--- src/rtl/clock_ctrl_pkg.sv ---
// rtl/clock_ctrl_pkg.sv - shared types, limits and BCD helpers for the clock time-set controller
//
// Purpose : BCD digit type, controller state encoding, HH:MM limits and
//           wrap-around increment helpers for hours (00..23) and minutes (00..59).
// Ports   : none (package).

package clock_ctrl_pkg;

    typedef logic [3:0] bcd_t;

    typedef enum logic [1:0] {
        RUN    = 2'd0,
        SET_H  = 2'd1,
        SET_M  = 2'd2,
        COMMIT = 2'd3
    } state_t;

    localparam bcd_t MAX_HORA_D      = 4'd2;
    localparam bcd_t MAX_HORA_U_AT_2 = 4'd3;
    localparam bcd_t MAX_MIN_D       = 4'd5;

    // Returns {tens, units}; 23 wraps to 00, x9 carries into the tens digit.
    function automatic logic [7:0] bcd_hours_inc(input bcd_t d, input bcd_t u);
        logic [7:0] r;
        if (d == MAX_HORA_D && u == MAX_HORA_U_AT_2) begin
            r = 8'h00;
        end else if (u == 4'd9) begin
            r = {d + 4'd1, 4'd0};
        end else begin
            r = {d, u + 4'd1};
        end
        return r;
    endfunction

    // Returns {tens, units}; 59 wraps to 00 with no carry out.
    function automatic logic [7:0] bcd_mins_inc(input bcd_t d, input bcd_t u);
        logic [7:0] r;
        if (u == 4'd9) begin
            r = (d == MAX_MIN_D) ? 8'h00 : {d + 4'd1, 4'd0};
        end else begin
            r = {d, u + 4'd1};
        end
        return r;
    endfunction

endpackage

--- src/rtl/btn_debounce.sv ---
// rtl/btn_debounce.sv - button synchroniser, debouncer and rising-edge press detector
//
// Purpose : 2-flop synchroniser, stability counter and registered edge detect.
//           A clean raw rise yields press DEBOUNCE_CYC+3 cycles later.
// Ports   : clk, reset (sync, active-high), btn (raw async level),
//           level (debounced level), press (1-cycle pulse on debounced rise).

module btn_debounce #(
    parameter int DEBOUNCE_CYC = 2000
) (
    input  logic clk,
    input  logic reset,
    input  logic btn,
    output logic level,
    output logic press
);

    localparam int CW = $clog2(DEBOUNCE_CYC + 1);

    logic          sync0;
    logic          sync1;
    logic          level_q;
    logic [CW-1:0] cnt;

    always_ff @(posedge clk) begin
        if (reset) begin
            sync0   <= 1'b0;
            sync1   <= 1'b0;
            level   <= 1'b0;
            level_q <= 1'b0;
            press   <= 1'b0;
            cnt     <= '0;
        end else begin
            sync0   <= btn;
            sync1   <= sync0;
            level_q <= level;
            press   <= level & ~level_q;
            // Any sample that agrees with the current level restarts the
            // stability window, so short glitches never reach level.
            if (sync1 != level) begin
                if (cnt == CW'(DEBOUNCE_CYC - 1)) begin
                    level <= sync1;
                    cnt   <= '0;
                end else begin
                    cnt <= cnt + CW'(1);
                end
            end else begin
                cnt <= '0;
            end
        end
    end

endmodule

--- src/rtl/clock_set_ctrl.sv ---
// rtl/clock_set_ctrl.sv - HH:MM time-set controller driven by mode/inc push buttons
//
// Purpose : Captures the running time, lets the user edit hours then minutes,
//           and commits the result to the clock counter with a 1-cycle load.
//           Abandons the edit after TIMEOUT_S idle seconds. Drives digit blink.
// Ports   : clk, reset (sync, active-high), btn_mode, btn_inc (raw buttons),
//           cur_hora_d/u, cur_min_d/u (running time, BCD),
//           load, set_hora_d/u, set_min_d/u (preset strobe and value),
//           setting (counter freeze), blink_hours, blink_mins (display blanking).
// Config  : AUTO_REPEAT_EN - holding inc repeats the increment every
//           REPEAT_RATE cycles after REPEAT_DELAY cycles.

module clock_set_ctrl
    import clock_ctrl_pkg::*;
#(
    parameter int DEBOUNCE_CYC = 2000,
    parameter int TICK_DIV     = 100000,
    parameter int TIMEOUT_S    = 10,
    parameter int BLINK_DIV    = 50000,
    parameter int REPEAT_DELAY = 50000,
    parameter int REPEAT_RATE  = 20000
) (
    input  logic       clk,
    input  logic       reset,
    input  logic       btn_mode,
    input  logic       btn_inc,
    input  logic [3:0] cur_hora_d,
    input  logic [3:0] cur_hora_u,
    input  logic [3:0] cur_min_d,
    input  logic [3:0] cur_min_u,
    output logic       load,
    output logic [3:0] set_hora_d,
    output logic [3:0] set_hora_u,
    output logic [3:0] set_min_d,
    output logic [3:0] set_min_u,
    output logic       setting,
    output logic       blink_hours,
    output logic       blink_mins
);

    localparam int TW = $clog2(TICK_DIV + 1);
    localparam int SW = $clog2(TIMEOUT_S + 1);
    localparam int BW = $clog2(BLINK_DIV + 1);

    state_t        state, state_n;
    logic          mode_p, inc_p, mode_lvl, inc_lvl, inc_any;
    logic          capture, inc_h, inc_m, in_set, timeout, enter_set;
    logic          time_ok;
    bcd_t          sh_hd, sh_hu, sh_md, sh_mu;
    logic [TW-1:0] tick_cnt;
    logic [SW-1:0] sec_cnt;
    logic [BW-1:0] blink_cnt;
    logic          phase;

    btn_debounce #(.DEBOUNCE_CYC(DEBOUNCE_CYC)) u_mode_db (
        .clk   (clk),
        .reset (reset),
        .btn   (btn_mode),
        .level (mode_lvl),
        .press (mode_p)
    );

    btn_debounce #(.DEBOUNCE_CYC(DEBOUNCE_CYC)) u_inc_db (
        .clk   (clk),
        .reset (reset),
        .btn   (btn_inc),
        .level (inc_lvl),
        .press (inc_p)
    );

    assign in_set = (state == SET_H) || (state == SET_M);

`ifdef AUTO_REPEAT_EN
    localparam int RMAX = (REPEAT_DELAY > REPEAT_RATE) ? REPEAT_DELAY : REPEAT_RATE;
    localparam int RW   = $clog2(RMAX + 1);

    logic [RW-1:0] rep_cnt;
    logic          rep_armed;
    logic          rep_p;
    logic          unused_lvl;

    assign unused_lvl = mode_lvl;

    // First repeat after REPEAT_DELAY held cycles, then one every REPEAT_RATE.
    always_ff @(posedge clk) begin
        if (reset || !inc_lvl || !in_set) begin
            rep_cnt   <= '0;
            rep_armed <= 1'b0;
            rep_p     <= 1'b0;
        end else begin
            rep_p <= 1'b0;
            if (!rep_armed) begin
                if (rep_cnt == RW'(REPEAT_DELAY - 1)) begin
                    rep_armed <= 1'b1;
                    rep_cnt   <= '0;
                    rep_p     <= 1'b1;
                end else begin
                    rep_cnt <= rep_cnt + RW'(1);
                end
            end else if (rep_cnt == RW'(REPEAT_RATE - 1)) begin
                rep_cnt <= '0;
                rep_p   <= 1'b1;
            end else begin
                rep_cnt <= rep_cnt + RW'(1);
            end
        end
    end

    assign inc_any = inc_p | rep_p;
`else
    localparam int unused_repeat = REPEAT_DELAY + REPEAT_RATE;
    logic [1:0] unused_lvl;

    assign unused_lvl = {mode_lvl, inc_lvl};
    assign inc_any    = inc_p;
`endif

    // Out-of-range captures (including non-BCD digits) restart the edit at 00:00.
    assign time_ok = (cur_hora_u <= 4'd9) && (cur_min_u <= 4'd9) &&
                     (cur_min_d <= MAX_MIN_D) &&
                     ((cur_hora_d < MAX_HORA_D) ||
                      (cur_hora_d == MAX_HORA_D && cur_hora_u <= MAX_HORA_U_AT_2));

    assign timeout = in_set && (tick_cnt == TW'(TICK_DIV - 1)) &&
                     (sec_cnt == SW'(TIMEOUT_S - 1));

    always_ff @(posedge clk) begin
        if (reset) begin
            state <= RUN;
        end else begin
            state <= state_n;
        end
    end

    // Mode is checked before inc in every state, so a simultaneous inc is dropped.
    always_comb begin
        state_n = state;
        capture = 1'b0;
        inc_h   = 1'b0;
        inc_m   = 1'b0;
        load    = 1'b0;
        setting = 1'b0;
        case (state)
            RUN: begin
                if (mode_p) begin
                    state_n = SET_H;
                    capture = 1'b1;
                end
            end
            SET_H: begin
                setting = 1'b1;
                if (mode_p)       state_n = SET_M;
                else if (inc_any) inc_h   = 1'b1;
                else if (timeout) state_n = RUN;
            end
            SET_M: begin
                setting = 1'b1;
                if (mode_p)       state_n = COMMIT;
                else if (inc_any) inc_m   = 1'b1;
                else if (timeout) state_n = RUN;
            end
            COMMIT: begin
                load    = 1'b1;
                state_n = RUN;
            end
            default: state_n = RUN;
        endcase
    end

    assign enter_set   = (state_n != state) && ((state_n == SET_H) || (state_n == SET_M));
    assign blink_hours = (state == SET_H) && phase;
    assign blink_mins  = (state == SET_M) && phase;

    always_ff @(posedge clk) begin
        if (reset) begin
            sh_hd      <= '0;
            sh_hu      <= '0;
            sh_md      <= '0;
            sh_mu      <= '0;
            set_hora_d <= '0;
            set_hora_u <= '0;
            set_min_d  <= '0;
            set_min_u  <= '0;
            tick_cnt   <= '0;
            sec_cnt    <= '0;
            blink_cnt  <= '0;
            phase      <= 1'b0;
        end else begin
            if (capture) begin
                if (time_ok) begin
                    {sh_hd, sh_hu, sh_md, sh_mu} <= {cur_hora_d, cur_hora_u, cur_min_d, cur_min_u};
                end else begin
                    {sh_hd, sh_hu, sh_md, sh_mu} <= '0;
                end
            end else if (inc_h) begin
                {sh_hd, sh_hu} <= bcd_hours_inc(sh_hd, sh_hu);
            end else if (inc_m) begin
                {sh_md, sh_mu} <= bcd_mins_inc(sh_md, sh_mu);
            end

            // Shadow cannot change on the SET_M->COMMIT edge, so this is the committed time.
            if (state_n == COMMIT) begin
                {set_hora_d, set_hora_u, set_min_d, set_min_u} <= {sh_hd, sh_hu, sh_md, sh_mu};
            end

            if (!in_set || mode_p || inc_any) begin
                tick_cnt <= '0;
                sec_cnt  <= '0;
            end else if (tick_cnt == TW'(TICK_DIV - 1)) begin
                tick_cnt <= '0;
                sec_cnt  <= sec_cnt + SW'(1);
            end else begin
                tick_cnt <= tick_cnt + TW'(1);
            end

            if (enter_set) begin
                blink_cnt <= '0;
                phase     <= 1'b0;
            end else if (blink_cnt == BW'(BLINK_DIV - 1)) begin
                blink_cnt <= '0;
                phase     <= ~phase;
            end else begin
                blink_cnt <= blink_cnt + BW'(1);
            end
        end
    end

endmodule

--- config.mk ---
export PLATFORM = sky130hd
export DESIGN_NAME = clock_set_ctrl
export DESIGN_NICKNAME = d
export VERILOG_FILES = /design/src/rtl/clock_ctrl_pkg.sv /design/src/rtl/btn_debounce.sv /design/src/rtl/clock_set_ctrl.sv
export SDC_FILE = /design/constraint.sdc
export NUM_CORES = 1
export LEC_CHECK = 0
export ABC_AREA = 1
export ABC_CLOCK_PERIOD_IN_PS = 5000
export CORE_MARGIN = 2
export CORE_UTILIZATION = 55
export DETAILED_ROUTE_END_ITERATION = 8
export PLACE_DENSITY = 0.83
export SLEW_MARGIN = 20
export SYNTH_ARGS = -nofsm -noshare
export SYNTH_HDL_FRONTEND = slang
export SYNTH_SLANG_ARGS = --single-unit
--- constraint.sdc ---
create_clock -name clk -period 5 [get_ports clk]
set_input_delay 1 -clock clk [delete_from_list [all_inputs] [get_ports clk]]
set_output_delay 1 -clock clk [all_outputs]
set_load 0.005 [all_outputs]
==> flow_summary_export.csv <==
group,metric,value,unit
detailed_routing,viasPerCell,5.36,
cts,numCtsBuffers,9,
cells_and_area,seq_area,2080,µm²
timing,rsz0062_at_grt,"no",
cts,cts-root-buf,"clkbuf_8",
cts,clk_pin_slew_worst_paths,0.10,ns
synth,synth_top_area_frac,0.434,
setup_path,cp-endpoint,"tick_cnt[7]",
setup_path,max_stage_delay,0.77,ns
placed_design,dp.cells,769,
grt,grt_max_degree,30,
setup_path,worstPathMaxFanout,19,
synth,synth.area.top_cells,"dfxtp_1, nor2_1, inv_1",
placed_design,routabilityCongestion,0.828,
min_path,hold_start,"u_inc_db.level_q",
synth,ys_seq_area_frac,0.434,
cells_and_area,finalNetCount,710,
cells_and_area,final_area,5470,µm²
synth,syn_area,4800,µm²
cts,cts_hold_buffers,0,
detailed_routing,ant_nets,0,
grt,grt_overflow,0,
floorplanning,die_area,9490,µm²
setup_path,required,5.30,ns
timing,fin_tns_setup,0,ns
timing,worst_slew_pin_slew,0.852,ns
detailed_routing,routed_wl,9460,µm
setup_path,cp-end-kind,"flip-flop",
synth,postSynthAreaPerCell,7.58,µm²
timing,fin_skew,0.00814,ns
timing,hold_viol_final,0,
setup_path,cp_data_arrival_time,3.18,ns
cts,tritoncts,"built",
cells_and_area,nFillCells,755,
detailed_routing,wl_per_cell,12.0,µm
min_path,min_path_type,"reg2reg",
floorplanning,coreArea,8590,µm²
setup_path,r2r_cells,10,
pwr,leakage,2.06,nW
synth,yosys.area.top_type,"dfxtp_1",
setup_path,reg2reg_slack,2.23,ns
synth,ys_seq_elements,104,
floorplanning,start_util,0.559,
grt,grt_pass1_vias,4069,
timing,fin_crit_sh,0.575,
floorplanning,rows,34,
synth,yosys.cell_types.count,38,
setup_path,timing.rr.start,"state[0]",
synth,mappedNetlistNets,671,
cts,htree_levels,3,
cells_and_area,drive_gt1_frac,0.0606,
cts,cts_sinks,104,
setup_path,r2r-end,"set_min_d[2]",
pwr,power.density,251,nW/µm²
timing,slew_headroom,0.432,
grt,grt_pass1_wl,16500,µm
cts,cts.path.max_buffers,2,
job,drv_cap,0,
placed_design,place_hpwl,7000,µm
placed_design,place_area,5280,µm²
grt,antenna_found_initial,0,
placed_design,io_buffers,39,
floorplanning,fp.dieW,97.4,µm
detailed_routing,vias,4211,
run_status,outcome,"finished, final reports clean",
pwr,vdd_drop_max,0.205,mV
setup_path,worst-setup-path-type,"in2reg",
setup_path,crit_chain,"clkdlybuf4s50_1 -> nor3_1 -> nand2_1 -> inv_1 -> o21ai_0 -> a21oi_1",
setup_path,cpMaxStageDelayCell,"clkdlybuf4s50_1",
synth,ys_warn_count,0,
synth,netlist_instances,633,
cts,clkLatencyLatePin,0.37,ns
cells_and_area,post-route-util,0.636,
cts,cts_resized,0,
detailed_routing,drt_iter0_drc,203,
cells_and_area,diodes,0,
setup_path,start_kind,"input pin",
cells_and_area,multi_input_area,2360,µm²
floorplanning,die_y,97.4,µm
grt,track_usage,0.206,
timing,fin_crit,2.87,ns
detailed_routing,drc,0,
cells_and_area,area_delta_synth_final,13.9,%
cts,post_cts_buffers,0,
timing,clock.fmax,0.348,GHz
cells_and_area,final_cell_count_no_fill,785,
setup_path,crit_path_start,"reset",
detailed_routing,drtPass1Iterations,5,
timing,setup_viol,0,
timing,slew_violations,0,
floorplanning,boundaryPins,40,
[flip-flops by register name (all words and copies together), names as in the netlist, 11 cells and up]
register,flops
u_inc_db.cnt,11
u_mode_db.cnt,11
tick_cnt,17
blink_cnt,16
[critical path, delay by kind of cell]
family | cells | cell delay [ns]
AOI/OAI and AO/OA | 2 | 0.22
and+or+nand+nor | 2 | 1.00
buffers and inverters | 2 | 0.95
[cell families (layout without fill, tap and decap cells)]
kind of cell	Yosys count	count (layout)	synth area share
and+or+nand+nor	282	282	0.271
DFF	104	104	0.434
xor gates and xnor gates	27	27	0.0493
AOI/OAI and AO/OA	109	109	0.125
buffers and inverters	93	137	0.0745
adders and majority gates	18	18	0.0469
[metrics by stage]
| stage | setup WS [ns] | hold slack [ns] | total power, mW |
|---|---|---|---|
| 6_report | 2.13 | 0.392 | 1.37 |
| 2_1_floorplan | 2.84 | 0.373 | 0.875 |
| 3_3_place_gp | 1.84 | 0.377 | 0.894 |
| 3_5_place_dp | 1.77 | 0.378 | 0.895 |
| 5_1_grt | 1.90 | 0.412 | 1.42 |
| 4_1_cts | 2.16 | 0.395 | 1.39 |
[power breakdown]
group          leakage, nW  internal (mW)  total, mW  switching, mW
Clock               0.0899          0.191      0.497          0.305
Combinational         1.14         0.0201     0.0413         0.0212
Sequential           0.839          0.832      0.834        0.00255
[layer usage]
| layer | share of wire | track usage | vias to the layer above |
|---|---|---|---|
| met3 | 0.043 | 0.0518 | 18 |
| met2 | 0.50 | 0.367 | 86 |
| met1 | 0.44 | 0.236 | 1945 |
| met4 | 0.020 | 0.0823 | 0 |
| li1 | - | - | 2162 |
| met5 | 0 | 0 | - |
[layout by cell type, fill, tap and decap left out, types with 2 or more instances in the layout]
master | synthesis | layout
dfxtp_1 | 104 | 104
nor2_1 | 82 | 82
inv_1 | 81 | 81
nand2_1 | 80 | 80
nand3_1 | 50 | 50
a21oi_1 | 49 | 49
clkdlybuf4s50_1 | 0 | 39
o21ai_0 | 38 | 38
nor3_1 | 25 | 25
xor2_1 | 19 | 19
ha_1 | 18 | 18
nor2_2 | 9 | 9
clkbuf_8 | 0 | 9
xnor2_1 | 8 | 8
nand4_1 | 7 | 7
nor4_1 | 6 | 6
a31oi_1 | 6 | 6
nor3b_1 | 6 | 6
o21a_1 | 5 | 5
or2_2 | 4 | 4
a221oi_1 | 3 | 3
nand3_2 | 3 | 3
a211oi_1 | 2 | 2
and3_1 | 2 | 2
nor2_4 | 2 | 2
nor3_2 | 2 | 2
clkinvlp_4 | 0 | 2
clkinv_4 | 0 | 2
inv_8 | 0 | 2
[worst min-delay path by stage]
stage / to / cells past startpoint / slack [ns]
after global placement: u_inc_db.press / 1 / 0.38
final: u_inc_db.press / 1 / 0.39
after global routing: u_inc_db.press / 1 / 0.41
after floorplan: u_inc_db.press / 1 / 0.37
after detailed placement: u_inc_db.press / 1 / 0.38
after CTS: u_mode_db.press / 1 / 0.40
[layout make-up]
class / count / area share
multi-input cells: 436 / 0.432
inverters: 81 / 0.0556
repair buffers: 40 / 0.0728
clock buffers: 9 / 0.0227
flip-flops and latches: 104 / 0.381
clock inverters: 7 / 0.0117
well taps: 108 / 0.0247
[synthesized netlist by cell type (all sizes together)]
library cell	n
dfxtp	104
nor2	93
inv	81
nand2	81
nand3	53
a21oi	50
o21ai	40
nor3	27
xor2	19
ha	18
clkbuf	9
xnor2	8
nand4	7
a31oi	6
nor3b	6
nor4	6
o21a	5
or2	5
a221oi	3
buf	3
a211oi	2
and3	2
a31o	1
and2	1
o211ai	1
o21bai	1
or3	1
(Power assumes the default switching activity.)
